### config.mk
export PLATFORM = sky130hd
export DESIGN_NAME = command_router
export DESIGN_NICKNAME = d
export VERILOG_FILES = /design/src/rtl/command_router.sv
export SDC_FILE = /design/constraint.sdc
export NUM_CORES = 1
export LEC_CHECK = 0
export BUFFER_PORTS_ARGS = -buffer_cell sky130_fd_sc_hd__buf_4
export CAP_MARGIN = 25
export CORE_MARGIN = 8
export CORE_UTILIZATION = 39
export DETAILED_ROUTE_END_ITERATION = 16
export HOLD_SLACK_MARGIN = 0.08
export PLACE_DENSITY = 0.58
export SLEW_MARGIN = 20
export SYNTH_ARGS = -nofsm -noshare
export SYNTH_HDL_FRONTEND = slang
export SYNTH_SLANG_ARGS = --single-unit
### constraint.sdc
create_clock -name clk -period 11 [get_ports clk]
set_input_delay 2.2 -clock clk [delete_from_list [all_inputs] [get_ports clk]]
set_output_delay 2.2 -clock clk [all_outputs]
set_load 0.005 [all_outputs]
### src/rtl/command_router.sv
// rtl/command_router.sv - routes tagged command words into two per-channel FWFT FIFOs
// Each channel supports flush, back-pressure and one push plus one pop per cycle.
module command_router #(
    parameter int DEPTH = 4,
    parameter int PTR_W = 2
) (
    input  logic             clk,
    input  logic             reset,
    input  logic [31:0]      in_data,
    input  logic [1:0]       in_id,
    input  logic [31:0]      in_addr,
    input  logic             in_valid,
    output logic             in_ready,
    input  logic             flush_1,
    input  logic             flush_2,
    output logic [31:0]      out_data_1,
    output logic [31:0]      out_data_2,
    output logic [31:0]      out_addr_1,
    output logic [31:0]      out_addr_2,
    output logic             out_valid_1,
    output logic             out_valid_2,
    input  logic             out_ready_1,
    input  logic             out_ready_2,
    output logic [PTR_W:0]   count_1,
    output logic [PTR_W:0]   count_2,
    output logic             bad_id
);

    localparam logic [PTR_W:0] FULL_COUNT = (PTR_W + 1)'(DEPTH);

    // Index 0 is channel 1, index 1 is channel 2; each entry is {data, addr}.
    logic [63:0]      mem [2][DEPTH];
    logic [PTR_W-1:0] wr_ptr [2];
    logic [PTR_W-1:0] rd_ptr [2];
    logic [PTR_W:0]   count  [2];
    logic [1:0]       flush;
    logic [1:0]       pop_req;
    logic [1:0]       full;
    logic [1:0]       push;
    logic [1:0]       pop;
    logic             accept;
    logic             bad_id_r;

    assign flush   = {flush_2, flush_1};
    assign pop_req = {out_ready_2, out_ready_1};

    always_comb begin
        full = '0;
        for (int ch = 0; ch < 2; ch++) begin
            full[ch] = (count[ch] == FULL_COUNT);
        end
    end

    // Fullness is judged on registered state only, so a same-cycle pop never frees a slot.
    always_comb begin
        in_ready = 1'b1;
        case (in_id)
            2'd1:    in_ready = !full[0] || flush_1;
            2'd2:    in_ready = !full[1] || flush_2;
            default: in_ready = 1'b1;
        endcase
    end

    always_comb begin
        accept = in_valid && in_ready;
        push   = '0;
        pop    = '0;
        for (int ch = 0; ch < 2; ch++) begin
            push[ch] = accept && (in_id == 2'(ch + 1)) && !flush[ch];
            pop[ch]  = (count[ch] != '0) && pop_req[ch] && !flush[ch];
        end
    end

    always_ff @(posedge clk) begin
        if (reset) begin
            for (int ch = 0; ch < 2; ch++) begin
                wr_ptr[ch] <= '0;
                rd_ptr[ch] <= '0;
                count[ch]  <= '0;
            end
            bad_id_r <= 1'b0;
        end else begin
            for (int ch = 0; ch < 2; ch++) begin
                if (flush[ch]) begin
                    wr_ptr[ch] <= '0;
                    rd_ptr[ch] <= '0;
                    count[ch]  <= '0;
                end else begin
                    if (push[ch]) wr_ptr[ch] <= wr_ptr[ch] + PTR_W'(1);
                    if (pop[ch])  rd_ptr[ch] <= rd_ptr[ch] + PTR_W'(1);
                    case ({push[ch], pop[ch]})
                        2'b10:   count[ch] <= count[ch] + (PTR_W + 1)'(1);
                        2'b01:   count[ch] <= count[ch] - (PTR_W + 1)'(1);
                        default: count[ch] <= count[ch];
                    endcase
                end
            end
            bad_id_r <= accept && ((in_id == 2'd0) || (in_id == 2'd3));
        end
    end

    // Storage is left unreset; an empty channel masks it through count.
    always_ff @(posedge clk) begin
        for (int ch = 0; ch < 2; ch++) begin
            if (push[ch]) mem[ch][wr_ptr[ch]] <= {in_data, in_addr};
        end
    end

    assign out_valid_1 = (count[0] != '0);
    assign out_valid_2 = (count[1] != '0);
    assign out_data_1  = out_valid_1 ? mem[0][rd_ptr[0]][63:32] : '0;
    assign out_addr_1  = out_valid_1 ? mem[0][rd_ptr[0]][31:0]  : '0;
    assign out_data_2  = out_valid_2 ? mem[1][rd_ptr[1]][63:32] : '0;
    assign out_addr_2  = out_valid_2 ? mem[1][rd_ptr[1]][31:0]  : '0;
    assign count_1     = count[0];
    assign count_2     = count[1];
    assign bad_id      = bad_id_r;

endmodule
---- After elaboration in Yosys (flattened, before gate mapping) ----
Memory sizes are Yosys's and may differ from the RTL's.
Cells that the tools add are included.
Widths: inputs -> output; s select.
word-level totals
  output and inout port bits .............. 138
  bits of input ports ..................... 73
  memories kept ........................... 4
  logic and storage cells ................. 157
  RAM bits ................................ 526
  register bits after elaboration ......... 1
cells by class
  magnitude comparators ................... 6
  equal/unequal tests ..................... 9
  mux-type cells .......................... 84
  add/subtract/negate cells ............... 8
  bitwise logic cells ..................... 20
  reduce and logical (&&, ||, !) cells .... 25
memory list
  name    words  bits a word  read ports  clocked after memory_dff  write ports  RTL line  RTL
  mem     2      256          2           0                         1            32        logic [63:0] mem [2][DEPTH];
  count   2      3            2           0                         2            35        logic [PTR_W:0] count [2];
  rd_ptr  2      2            2           0                         2            34        logic [PTR_W-1:0] rd_ptr [2];
  wr_ptr  2      2            2           0                         2            33        logic [PTR_W-1:0] wr_ptr [2];
operators with widths
  cell                 number
  $mux 256             4
  $mux 64              6
  $bmux 64 s2          2
  $demux 64 s2         2
  $reduce_or 256->1    1
  $mux 32              4
  $mux 1               49
  $mux 3               8
  $mux 2               8
  $or 1x1->1           16
  $ge 3x3->1 const B   4
  $logic_and 1x1->1    12
  $not 2->3            4
  $add 2x1->2 const B  4
  $eq 2x2->1 const B   4
  $add 3x1->3 const B  2
  $eq 2x1->1 const B   3
  $eq 3x3->1 const B   2
  $lt 3x1->1 const B   2
  $reduce_bool 3->1    2
  $sub 3x1->3 const B  2
  $logic_not 1->1      4
  $reduce_or 2->1      2
  $logic_or 1x1->1     3
  other kinds (2)      2

---- Logic depth before layout (Yosys ltp) ----
Gate-level depths: netlist of the first run.
  depth after elaboration ................. 15
  depth in mapped cells ................... 11
  depth with buffers taken out ............ 11

---- Worst setup path after synthesis of the first run ----
OpenSTA, ideal clock, no wires.
  path kind ............................... input port to flip-flop
  start point ............................. input in_id[1]
  end point ............................... memory mem[0][0] (netlist name) (enable)
  arrival time ............................ 7.486 ns
  buffers on the path ..................... 0
  setup time .............................. 0.578 ns
  setup slack ............................. 2.936 ns
  data required time ...................... 10.422 ns
  stages .................................. 5
  cells stage by stage .................... inv_1 ha_1 nor2b_1 nand2_1 nor3b_1
on the way
  cells in the longest elaborated chain, start to end .. 9
  elaborated cells between the ends (all ways) .. 15
  classes of those cells .................. eq/ne (2); mux (7); reduce/logical (6)
RTL lines
  item                                                 RTL line  RTL
  start: declaration                                   10        input logic [1:0] in_id,
  $eq 2x2->1 / $eq 2x1->1 (equally long branches)      57, 69
  $pmux 1 s2                                           57        case (in_id)
  $logic_and 1x1->1                                    65        accept = in_valid && in_ready;
  $logic_and 1x1->1 (2 in series)                      69        push[ch] = accept && (in_id == 2'(ch + 1)) && !flush[ch];
  $mux 1                                               105       if (push[ch]) mem[ch][wr_ptr[ch]] <= {in_data, in_addr};
  $mux 256 (not written as such)                       105
  $reduce_or 256->1 (no line)                          -
  $mux 1 (no line) / $mux 256 (equally long branches)  -
  end: declaration                                     32
Several ways; a longest one is shown, not always the timed one.

---- Final worst setup path of the first run ----
  start point ............................. input flush_2
  end point ............................... output in_ready
on the way
  cells in the longest elaborated chain, start to end .. 2
RTL lines
  item                RTL line  RTL
  start: declaration  15        input logic flush_2,
  $logic_or 1x1->1    59        2'd2: in_ready = !full[1] || flush_2;
  $pmux 1 s2          57
  end: declaration    13        output logic in_ready,
Every way passes these cells.

==> results of run 1 <==
==> worst reg2reg max path, stage by stage (launching register included) <==
cell	delay, ns
edfxtp_1	0.44
or3_2	0.55
buf_4	0.55
nand2_1	0.17
nor2_1	0.14
ha_1	0.20
nand2_1	0.08
fa_1	0.40
xnor2_1	0.20
xnor2_1	0.13
nor3_1	0.06
==> how the worst max path moves through the flow <==
stage          startpoint                  end  slack, ns  cells past startpoint
2_1_floorplan    in_id[1]  mem[0][0]$_DFFE_PP_       2.94                      5
3_3_place_gp      flush_2             in_ready       5.31                      5
3_5_place_dp      flush_2             in_ready       5.25                      5
4_1_cts           flush_2             in_ready       5.25                      5
5_1_grt           flush_2             in_ready       5.16                      5
6_report          flush_2             in_ready       5.26                      5
==> power by group <==
group	leakage (nW)	switching [mW]	internal (mW)	total, mW
combinational	2.51	0.194	0.194	0.388
sequential	4.78	0.00754	2.23	2.24
clock	0.770	0.738	0.935	1.67
total	8.06	0.939	3.36	4.30
==> final cells by class <==
cell class	instances	area [um2]
Inverter	11	41.3
Fill cell	4421	27700
Sequential cell	527	15800
Clock buffer	67	1420
Antenna cell	4	10.0
Tap cell	688	861
Multi-Input combinational cell	345	4420
Timing Repair Buffer	230	1730
Clock inverter	29	174
==> per-stage QoR <==
step	cell area [um2]	setup WS, ns
global placement	22900	5.31
detailed placement	22900	5.25
floorplan	20400	2.94
finish	24500	5.26
global route	24500	5.16
CTS	24500	5.25
==> flip-flops by register name (all words and copies together), names as in the netlist <==
signal  count
bad_id      1
count       6
wr_ptr      4
rd_ptr      4
mem       512
==> layer usage <==
| metal | vias to the layer above | share of wire | track usage |
|---|---|---|---|
| met5 | - | 0 | 0 |
| met4 | 0 | 0.017 | 0.0391 |
| met3 | 59 | 0.048 | 0.0333 |
| met2 | 224 | 0.52 | 0.265 |
| met1 | 5199 | 0.42 | 0.191 |
| li1 | 4251 | - | - |
==> layout by cell type (no fill, tap or decap), drive strengths merged, types with 5 or more instances in the layout <==
master | Yosys | routed
edfxtp | 526 | 526
buf | 21 | 230
and2 | 129 | 129
mux4 | 128 | 128
clkbuf | 22 | 67
clkinv | 0 | 21
ha | 16 | 16
nor2 | 15 | 15
nand2 | 14 | 14
inv | 11 | 14
nor3 | 6 | 6
nor3b | 5 | 5
==> cells by family (layout without fill, tap and decap cells) <==
family / count (synthesis) / in the layout / share of synthesized area
buf+inv: 54 / 337 / 0.0121
compound gates: 7 / 7 / 0.00380
xor+xnor: 6 / 6 / 0.00257
flops: 527 / 527 / 0.775
mux: 129 / 129 / 0.142
simple gates: 186 / 186 / 0.0545
fa+ha+maj: 17 / 17 / 0.0108
other cells: 0 / 4 / 0
==> results.json, run 1 <==
{
  "outcome": "finished clean",
  "r2r-start": "count[1][2]$_SDFFCE_PN0P_",
  "cts_tree": "yes",
  "dr.pass1.iters": 4,
  "finalCritPeriodShare": 0.522,
  "slew_viol_final": 0,
  "area.growth.synth_to_final_pct": 19.8,
  "p_per_area_nw_per_um2": 176,
  "crit_chain": "buf_4 > or4b_4 > a221oi_2 > inv_1 > buf_4",
  "skew_ns": 0.0150,
  "routed_wl_um": 45700,
  "initial_core_util": 0.392,
  "hpwl_um": 25800,
  "crit_fanout": 8,
  "synthTopCellsByArea": "edfxtp_1 (77%), mux4_2 (14%), and2_1 (4.0%)",
  "post_cts_buffers": 0,
  "h-tree-depth": 2,
  "yosysWarnings": 0,
  "hold_end": "wr_ptr[0][0]$_SDFFCE_PN0P_",
  "synth_edf_count": 526,
  "cts_resized": 0,
  "chipWidth_um": 245,
  "ff2ff_setup_slack_ns": 7.83,
  "ant_nets": 0,
  "hold_ws_ns": 0.631,
  "cp-end-kind": "output port",
  "crit_type": "input pin to output port",
  "die_area_um2": 59900,
  "cts_hold_buf": 0,
  "synth_cells": 926,
  "finalWeightedCongestion": 0.721,
  "critPathLaunchType": "input pin",
  "tns_ns": 0,
  "ir_drop_mv": 0.131,
  "timing.critical_path.required_ns": 8.80,
  "drive_gt1_frac": 0.368,
  "grt_util_all_layers": 0.152,
  "slowest_stage": "or4b_4",
  "critical_path.most_common_cell": "buf_4",
  "synth-async-reset-ratio": 0,
  "overflow": 0,
  "stdcell_count": 1901,
  "syn-num-nets": 1016,
  "hold_path_startpoint": "wr_ptr[0][0]$_SDFFCE_PN0P_",
  "via_count": 9733,
  "io_buffers": 210,
  "die_y_um": 245,
  "p_leak_nw": 8.06,
  "drt_iter0_drc": 601,
  "crit_buf_inv": 3,
  "root_buffer": "clkbuf_16",
  "ys_seq_elements": 527,
  "antenna_found_initial": 4,
  "whs_path_depth": 1,
  "cts_max_path_buffers": 3,
  "final_core_util": 0.469,
  "max_cap_violations": 0,
  "synth_area_um2": 20400,
  "cts-buffers-inserted": 55,
  "rsz0062_at_grt": "no",
  "dp.cells": 1801,
  "grt_first_pass_wirelength_um": 68600,
  "relSlewSlack": 0.322,
  "synth_top_flop_cell": "edfxtp_1",
  "setup_viol": 0,
  "viasPerCell": 5.12,
  "clock_sinks": 527,
  "critical_path.top_delay_family": "simple AND/OR/NAND/NOR gates",
  "grt_pass1_vias": 10700,
  "r2r_cells": 10,
  "rr_endpoint": "count[1][2]$_SDFFCE_PN0P_",
  "max_clock_freq_mhz": 174,
  "tightest_slew_ns": 1.02,
  "yosysMostFrequentCell": "edfxtp_1",
  "wl_per_cell_um": 24.1,
  "grt_max_degree": 68,
  "crit_arrival_ns": 3.54,
  "synth-seq-area-share": 0.775,
  "min_path_type": "flip-flop to flip-flop",
  "synth_area_per_cell_um2": 22.1,
  "ys_types": 33,
  "layout.nets": 1260,
  "hold_viol_final": 0,
  "clk_pin_slew_worst_paths_ns": 0.06,
  "synth_top_area_cell": "edfxtp_1",
  "synth_top_cell_area_share": 0.774,
  "core_area_um2": 52100,
  "power_mw": 4.30,
  "critPathMaxStageDelay_ns": 0.54,
  "io_pins": 211,
  "synth_commonest_cells": "edfxtp_1 (526), and2_1 (129), mux4_2 (128), clkbuf_1 (22), ha_1 (16)",
  "fin_crit_ns": 5.74,
  "clk_latency_ns": 0.59,
  "rows": 84,
  "drc": 0
}
(Power assumes the default switching activity.)
==> inputs of run 2 (changes only) <==
==> constraint.sdc (replaced) <==
create_clock -name clk -period 5.8 [get_ports clk]
set_input_delay 1.16 -clock clk [delete_from_list [all_inputs] [get_ports clk]]
set_output_delay 1.16 -clock clk [all_outputs]
set_load 0.005 [all_outputs]
==> results.json, run 2 (same netlist as run 1, synthesis figures left out) <==
{
  "outcome": "finished clean",
  "cp-end-kind": "output port",
  "io_buffers": 210,
  "max_clock_freq_mhz": 261,
  "clk_pin_slew_worst_paths_ns": 0.06,
  "setup_viol": 0,
  "p_leak_nw": 8.14,
  "relSlewSlack": 0.411,
  "io_pins": 211,
  "initial_core_util": 0.392,
  "tns_ns": 0,
  "wl_per_cell_um": 23.9,
  "hold_path_startpoint": "wr_ptr[0][0]$_SDFFCE_PN0P_",
  "crit_arrival_ns": 2.67,
  "ir_drop_mv": 0.217,
  "dr.pass1.iters": 4,
  "max_cap_violations": 0,
  "chipWidth_um": 245,
  "grt_pass1_vias": 10700,
  "critPathLaunchType": "flip-flop",
  "power_mw": 8.30,
  "rr_endpoint": "count[1][2]$_SDFFCE_PN0P_",
  "slew_viol_final": 0,
  "antenna_found_initial": 3,
  "finalCritPeriodShare": 0.661,
  "p_per_area_nw_per_um2": 337,
  "ant_nets": 0,
  "fin_crit_ns": 3.83,
  "area.growth.synth_to_final_pct": 20.7,
  "post_cts_buffers": 0,
  "h-tree-depth": 2,
  "rows": 84,
  "core_area_um2": 52100,
  "crit_fanout": 34,
  "tightest_slew_ns": 0.883,
  "drc": 0,
  "cts_max_path_buffers": 3,
  "drt_iter0_drc": 606,
  "n_fill_cell": 4415,
  "final_area_um2": 24600,
  "clock_sinks": 527,
  "die_y_um": 245,
  "r2r_cells": 10,
  "final_cell_mix": "edfxtp_1 (526), buf_4 (228), and2_1 (129)",
  "clk_latency_ns": 0.58,
  "hold_end": "wr_ptr[0][0]$_SDFFCE_PN0P_",
  "largest_reg_flops": 512,
  "crit_type": "flip-flop to output port",
  "final_common_cell": "edfxtp_1",
  "timing.critical_path.required_ns": 4.64,
  "finalWeightedCongestion": 0.725,
  "hpwl_um": 27000,
  "r2r-start": "count[1][2]$_SDFFCE_PN0P_",
  "via_count": 9680,
  "hold_viol_final": 0,
  "ff2ff_setup_slack_ns": 2.58,
  "grt_util_all_layers": 0.152,
  "routed_wl_um": 45500,
  "whs_path_depth": 1,
  "layout.nets": 1261,
  "overflow": 0,
  "cts-buffers-inserted": 54,
  "grt_max_degree": 68,
  "root_buffer": "clkbuf_16",
  "viasPerCell": 5.09,
  "grt_first_pass_wirelength_um": 68600,
  "rsz0062_at_grt": "no",
  "cts_hold_buf": 0,
  "cts_tree": "yes",
  "final_core_util": 0.473,
  "multiInputGateArea_um2": 4420,
  "cts_resized": 0,
  "die_area_um2": 59900,
  "drive_gt1_frac": 0.369,
  "placed_area_um2": 22900,
  "final-seq-area_um2": 15800,
  "skew_ns": 0.00898,
  "min_path_type": "flip-flop to flip-flop"
}
[run 2: cell types whose count changed in the layout (fill, tap and decap cells not counted), moves of 3 or more]
cell / before / now
clkbuf_1: 12 / 18
bufinv_16: 1 / 4
clkinv_1: 14 / 6
buf_16: 0 / 3
inv_6: 3 / 0
clkinvlp_4: 4 / 0
[run 2: cell type report]
type / instances / share of cell area
multi-input cells: 345 / 0.179
clock buffers: 75 / 0.0606
inverters: 11 / 0.00168
diodes: 4 / 0.000406
repair buffers: 232 / 0.0736
clock inverters: 18 / 0.00757
flip-flops and latches: 527 / 0.642
well taps: 688 / 0.0349
[run 2: layer usage]
layer / share of wire / GRT usage / wire length [um] / vias up
met1: 0.43 / 0.200 / 19600 / 5127
met5: 0 / 0 / 0 / -
li1: - / - / - / 4243
met3: 0.059 / 0.0357 / 2700 / 61
met4: 0.018 / 0.0400 / 816 / 0
met2: 0.49 / 0.252 / 22400 / 249
[run 2: report_power, final]
group	internal [mW]	switching, mW	total [mW]
Clock	1.96	1.36	3.32
Sequential	4.23	0.0138	4.24
Combinational	0.372	0.367	0.739
Total	6.56	1.74	8.30
[run 2: per-stage QoR]
stage / setup WS (ns) / instances / hold slack [ns]
2_1_floorplan: -1.22 / 926 / 0.597
3_3_place_gp: 1.94 / 1800 / 0.631
3_5_place_dp: 1.89 / 1803 / 0.632
4_1_cts: 1.87 / 1896 / 0.643
5_1_grt: 1.83 / 1897 / 0.671
6_report: 1.97 / 1900 / 0.637
[run 2: worst max-delay path, stage by stage, from the launching register on]
cell and delay, ns:
edfxtp_1 0.45, or3_2 0.82, buf_4 0.41, and2_1 0.24
buf_4 0.15
[run 2: how the worst max path moves through the flow]
stage	start	end	cells after the start
after floorplan	in_id[1]	mem[0][0]$_DFFE_PP_	5
after global placement	flush_2	count[1][2]$_SDFFCE_PN0P_	10
after detailed placement	flush_2	count[1][2]$_SDFFCE_PN0P_	10
after CTS	count[1][1]$_SDFFCE_PN0P_	out_addr_2[16]	4
after global routing	count[1][1]$_SDFFCE_PN0P_	out_addr_2[14]	4
final	count[1][1]$_SDFFCE_PN0P_	out_addr_2[24]	4
